`src/rtl/code_maker.sv`:
```
// Codemaker-side mastermind controller: collects a 4-symbol secret, hands off to the codebreaker, picks the next maker.
// Optional macro CODE_NO_REPEAT_EN refuses symbols already present in the current code.
module code_maker #(
  parameter int unsigned FIRST_MAKER = 0,
  parameter int unsigned MAX_ROUNDS  = 3
) (
  input  logic        clk,
  input  logic        reset,
  input  logic        start,
  input  logic [2:0]  SW,
  input  logic        enterA,
  input  logic        enterB,
  input  logic        codeMaker,
  input  logic        pickPlayerA,
  input  logic        pickPlayerB,
  input  logic [1:0]  round_counter,
  output logic [11:0] codemaker_code,
  output logic        codeBreaker,
  output logic        player_A,
  output logic        player_B,
  output logic        maker_is_B,
  output logic [2:0]  symbols_entered,
  output logic        reject,
  output logic        game_over
);

  localparam int unsigned SYM_W   = 3;
  localparam int unsigned NUM_SYM = 4;
  localparam int unsigned CODE_W  = SYM_W * NUM_SYM;
  localparam int unsigned CNT_W   = 3;

  typedef enum logic [2:0] {
    S_IDLE,
    S_ENTER,
    S_HANDOFF,
    S_WAIT_BREAKER,
    S_DONE
  } state_t;

  state_t              state_q, state_d;
  logic [CODE_W-1:0]   code_q, code_d;
  logic [CNT_W-1:0]    cnt_q, cnt_d;
  logic                cb_q, cb_d;
  logic                pa_q, pa_d;
  logic                pb_q, pb_d;
  logic                maker_q, maker_d;
  logic                rej_q, rej_d;
  logic                go_q, go_d;
  logic                active_enter;
  logic                refuse;

  assign active_enter = maker_q ? enterB : enterA;

`ifdef CODE_NO_REPEAT_EN
  // Symbol already present among the ones entered so far; newest symbol sits in the low bits.
  always_comb begin
    refuse = 1'b0;
    for (int i = 0; i < NUM_SYM; i++) begin
      if ((CNT_W'(i) < cnt_q) && (code_q[i*SYM_W +: SYM_W] == SW)) begin
        refuse = 1'b1;
      end
    end
  end
`else
  assign refuse = 1'b0;
`endif

  always_comb begin
    state_d = state_q;
    code_d  = code_q;
    cnt_d   = cnt_q;
    cb_d    = 1'b0;
    pa_d    = 1'b0;
    pb_d    = 1'b0;
    maker_d = maker_q;
    rej_d   = 1'b0;
    go_d    = go_q;
    case (state_q)
      S_IDLE: begin
        if (start) begin
          state_d = S_ENTER;
          code_d  = '0;
          cnt_d   = '0;
        end
      end
      S_ENTER: begin
        if (active_enter) begin
          if (refuse) begin
            rej_d = 1'b1;
          end else begin
            code_d = {code_q[CODE_W-SYM_W-1:0], SW};
            cnt_d  = cnt_q + CNT_W'(1);
            // Last symbol: raise the handoff pulse together with the state change.
            if (cnt_q == CNT_W'(NUM_SYM - 1)) begin
              state_d = S_HANDOFF;
              cb_d    = 1'b1;
              pa_d    = maker_q;
              pb_d    = ~maker_q;
            end
          end
        end
      end
      S_HANDOFF: begin
        state_d = S_WAIT_BREAKER;
      end
      S_WAIT_BREAKER: begin
        if (codeMaker) begin
          if (pickPlayerA) begin
            maker_d = 1'b0;
          end else if (pickPlayerB) begin
            maker_d = 1'b1;
          end else begin
            maker_d = ~maker_q;
          end
          if (32'(round_counter) >= MAX_ROUNDS) begin
            state_d = S_DONE;
            go_d    = 1'b1;
          end else begin
            state_d = S_ENTER;
            code_d  = '0;
            cnt_d   = '0;
          end
        end
      end
      S_DONE: begin
        go_d = 1'b1;
      end
      default: begin
        state_d = S_IDLE;
      end
    endcase
  end

  always_ff @(posedge clk) begin
    if (reset) begin
      state_q <= S_IDLE;
      code_q  <= '0;
      cnt_q   <= '0;
      cb_q    <= 1'b0;
      pa_q    <= 1'b0;
      pb_q    <= 1'b0;
      maker_q <= 1'(FIRST_MAKER);
      rej_q   <= 1'b0;
      go_q    <= 1'b0;
    end else begin
      state_q <= state_d;
      code_q  <= code_d;
      cnt_q   <= cnt_d;
      cb_q    <= cb_d;
      pa_q    <= pa_d;
      pb_q    <= pb_d;
      maker_q <= maker_d;
      rej_q   <= rej_d;
      go_q    <= go_d;
    end
  end

  assign codemaker_code  = code_q;
  assign codeBreaker     = cb_q;
  assign player_A        = pa_q;
  assign player_B        = pb_q;
  assign maker_is_B      = maker_q;
  assign symbols_entered = cnt_q;
  assign reject          = rej_q;
  assign game_over       = go_q;

endmodule
```
`config.mk`:
```
export PLATFORM = sky130hd
export DESIGN_NAME = code_maker
export DESIGN_NICKNAME = d
export VERILOG_FILES = /design/src/rtl/code_maker.sv
export SDC_FILE = /design/constraint.sdc
export NUM_CORES = 1
export LEC_CHECK = 0
export CAP_MARGIN = 5
export CELL_PAD_IN_SITES_DETAIL_PLACEMENT = 2
export CELL_PAD_IN_SITES_GLOBAL_PLACEMENT = 2
export CORE_ASPECT_RATIO = 0.8
export CORE_UTILIZATION = 24
export DETAILED_ROUTE_END_ITERATION = 6
export PLACE_DENSITY_LB_ADDON = 0.1
export SLEW_MARGIN = 20
export SYNTH_ARGS = -nofsm -noshare
export SYNTH_HDL_FRONTEND = slang
export SYNTH_SLANG_ARGS = --single-unit
```
`constraint.sdc`:
```
create_clock -name clk -period 1.39 [get_ports clk]
set_input_delay 0.417 -clock clk [delete_from_list [all_inputs] [get_ports clk]]
set_output_delay 0.417 -clock clk [all_outputs]
set_load 0.05 [all_outputs]
```
==> impl_metrics.csv <==
group,metric,value,unit
timing,hold_slack,491,ps
worst_setup_path,reg2reg_to,"state_q[1]",
placed_design,gp_congestion,0.804,
timing,drv_slew,0,
floorplanning,die_area,0.00479,mm^2
cells_and_area,area_growth,74.9,%
clock_network,h-tree-depth,1,
clock_network,insertion_delay,270,ps
timing,fin_crit_sh,99.1,%
cells_and_area,nets,182,
routing,route.detailed.drc,0,
floorplanning,io_pins,34,
worst_setup_path,r2r_slack,10,ps
power,ir_drop,0.501,mV
power,p_leak,0.759,nW
floorplanning,die_w,77.1,um
run,cap_violations,0,
global_route,antenna_found_initial,0,
logic_synthesis,synthCells,116,
worst_setup_path,r2r_start,"symbols_entered[0]",
worst_setup_path,worstPathMaxFanout,2,
timing,timing.fmax,726,MHz
global_route,grt_max_degree,13,
hold_path,min_to,"game_over",
clock_network,ctsHoldBuffers,0,
timing,rsz0062_at_grt,"true",
cells_and_area,antennaDiodeCount,0,
power,p_per_area,824,mW/mm^2
routing,first_pass_iters,4,
global_route,grt.overflow.total,0,
routing,routedWlPerCell,14.8,um
cells_and_area,layout-drive-gt1-share,38.0,%
routing,viasPerCell,4.47,
clock_network,clockBufferDepth,2,
hold_path,hold_class,"flop to flop",
timing,skew,6.04,ps
placed_design,dp_cells,212,
logic_synthesis,yosysWarnings,0,
power,power,0.00156,W
worst_setup_path,start_kind,"flop",
routing,ant_nets,0,
floorplanning,die_h,62.1,um
logic_synthesis,yosysSeqAreaShare,42.5,%
floorplanning,initial_utilization,25.5,%
global_route,grt.total_usage,14.7,%
timing,hold_viol,0,
worst_setup_path,r2r_cells,5,
floorplanning,core-area,0.00426,mm^2
clock_network,cts_tree,"built",
worst_setup_path,crit_type,"flop to flop",
global_route,grt_pass1_vias,1074,
worst_setup_path,end_kind,"flop",
logic_synthesis,syn-num-nets,131,
clock_network,root_buffer,"clkbuf_8",
clock_network,cts_num_sinks,23,
hold_path,hp-start,"game_over",
timing,post-route-min-period,1380,ps
routing,vias,997,
logic_synthesis,synth_cell_types,27,
logic_synthesis,synth_area_per_cell,9.34,um^2
floorplanning,fp-row-count,21,
hold_path,min_path_cells,2,
cells_and_area,final_cell_mix,"buf_12 (20), buf_4 (19), nand2b_1 (18), nand2_1 (17)",
worst_setup_path,crit_required,1550,ps
clock_network,clk_pin_slew,80,ps
placed_design,place_hpwl,2280,um
logic_synthesis,synth_area,0.00108,mm^2
routing,drt_first_iter_violations,29,
cells_and_area,instances_no_fill,223,
routing,drt_wl_total,3310,um
worst_setup_path,cp.arrival,1540,ps
timing,setup_violations,0,
global_route,grt_pass1_wl,5380,um
cells_and_area,final_common_cell,"buf_12",
placed_design,io_buffer_count,32,
run_status,outcome,"finished, final reports clean",
clock_network,cts_buffers,3,
logic_synthesis,synth-seq-cells,23,
-- synth_stat cells --
cell,number,share of area (%)
inv_1,4,1.4
o41ai_1,1,0.81
and4b_1,1,0.92
a2bb2oi_1,1,0.81
nor2_1,6,2.1
buf_6,2,2.1
or3b_2,1,0.81
nor3b_1,2,1.4
mux2i_1,17,16
nand2_1,17,5.9
o21a_1,1,0.69
nand3b_1,1,0.69
ha_1,2,2.3
buf_4,2,1.4
dfxtp_1,23,42
and4bb_1,1,1.2
nand2b_1,19,11
o2bb2ai_1,1,0.81
xnor2_1,1,0.81
a32oi_1,1,0.81
o21ai_0,1,0.46
clkbuf_1,2,0.69
buf_2,2,0.92
a21oi_1,4,1.8
conb_1,1,0.35
nor3_2,1,0.92
a21oi_2,1,0.81
-- area by class of cell --
type,instances,area [um^2]
fillers,465,2360
repair buffers,54,682
multi-input cells,81,603
flip-flops and latches,23,479
well taps,57,71.3
clock buffers,4,45.0
inverters,4,15.0
-- through the flow --
step / cell area, um^2 / worst slack [ps] / TNS [ps] / util, %
finish: 1900 / 12.1 / 0 / 44.5
global route: 1900 / -75.5 / -291 / 44.5
CTS: 1900 / 9.87 / 0 / 44.6
detailed placement: 1760 / -445 / -8250 / 41.4
global placement: 1760 / -416 / -7640 / 41.4
floorplan: 1100 / -4.26 / -4.26 / -
-- power breakdown --
| part | internal, W | total [W] | switching, W |
|---|---|---|---|
| clock network | 0.000205 | 0.000422 | 0.000217 |
| registers | 0.000675 | 0.000698 | 0.0000231 |
| logic | 0.000220 | 0.000441 | 0.000222 |
-- registers in the layout, summed over array words and instances, names as in the netlist --
signal           cells
codemaker_code      12
player_A             1
state_q              3
codeBreaker          1
symbols_entered      3
game_over            1
maker_is_B           1
player_B             1
-- worst max path at each step --
| stage | from | endpoint | slack (ps) | cells past startpoint |
|---|---|---|---|---|
| 5_1_grt | maker_is_B | state_q[1] | -80 | 5 |
| 3_3_place_gp | codeMaker | codemaker_code[3] | -420 | 6 |
| 2_1_floorplan | maker_is_B | symbols_entered[2] | -4 | 6 |
| 3_5_place_dp | codeMaker | codemaker_code[1] | -450 | 6 |
| 6_report | symbols_entered[0] | state_q[1] | 10 | 5 |
| 4_1_cts | state_q[2] | codemaker_code[7] | 10 | 6 |
-- what timing repair did --
item                       4_1_cts  5_1_grt
buffers inserted                 5        2
cloned                           2        0
setup endpoints to repair       17       16
gates resized for setup         15       10
pin swaps                        7        6
-- kinds of logic (layout without fill, tap and decap cells) --
logic type	count (synthesis)	in the layout	synth area share, %
AOI/OAI and AO/OA	11	11	7.04
xor gates and xnor gates	1	1	0.808
adders and majority gates	2	2	2.31
buffers and inverters	12	62	6.47
DFF	23	23	42.5
muxes	17	17	15.7
other	1	1	0.346
and+or+nand+nor	49	49	24.8
-- per-layer routing --
metal | track usage [%] | up-vias | wire, um
met5 | 0 | - | 0
met4 | 3.54 | 0 | 41
met3 | 5.00 | 4 | 160
met2 | 24.2 | 23 | 1650
met1 | 18.4 | 486 | 1450
li1 | - | 484 | -
-- critical path, cell delays in order, from the launching register on --
cell and delay [ps]:
dfxtp_4 350, ha_1 210, ha_2 200, a2bb2oi_2 160
o21ai_1 250, o41ai_2 110
(Power assumes the default switching activity.)
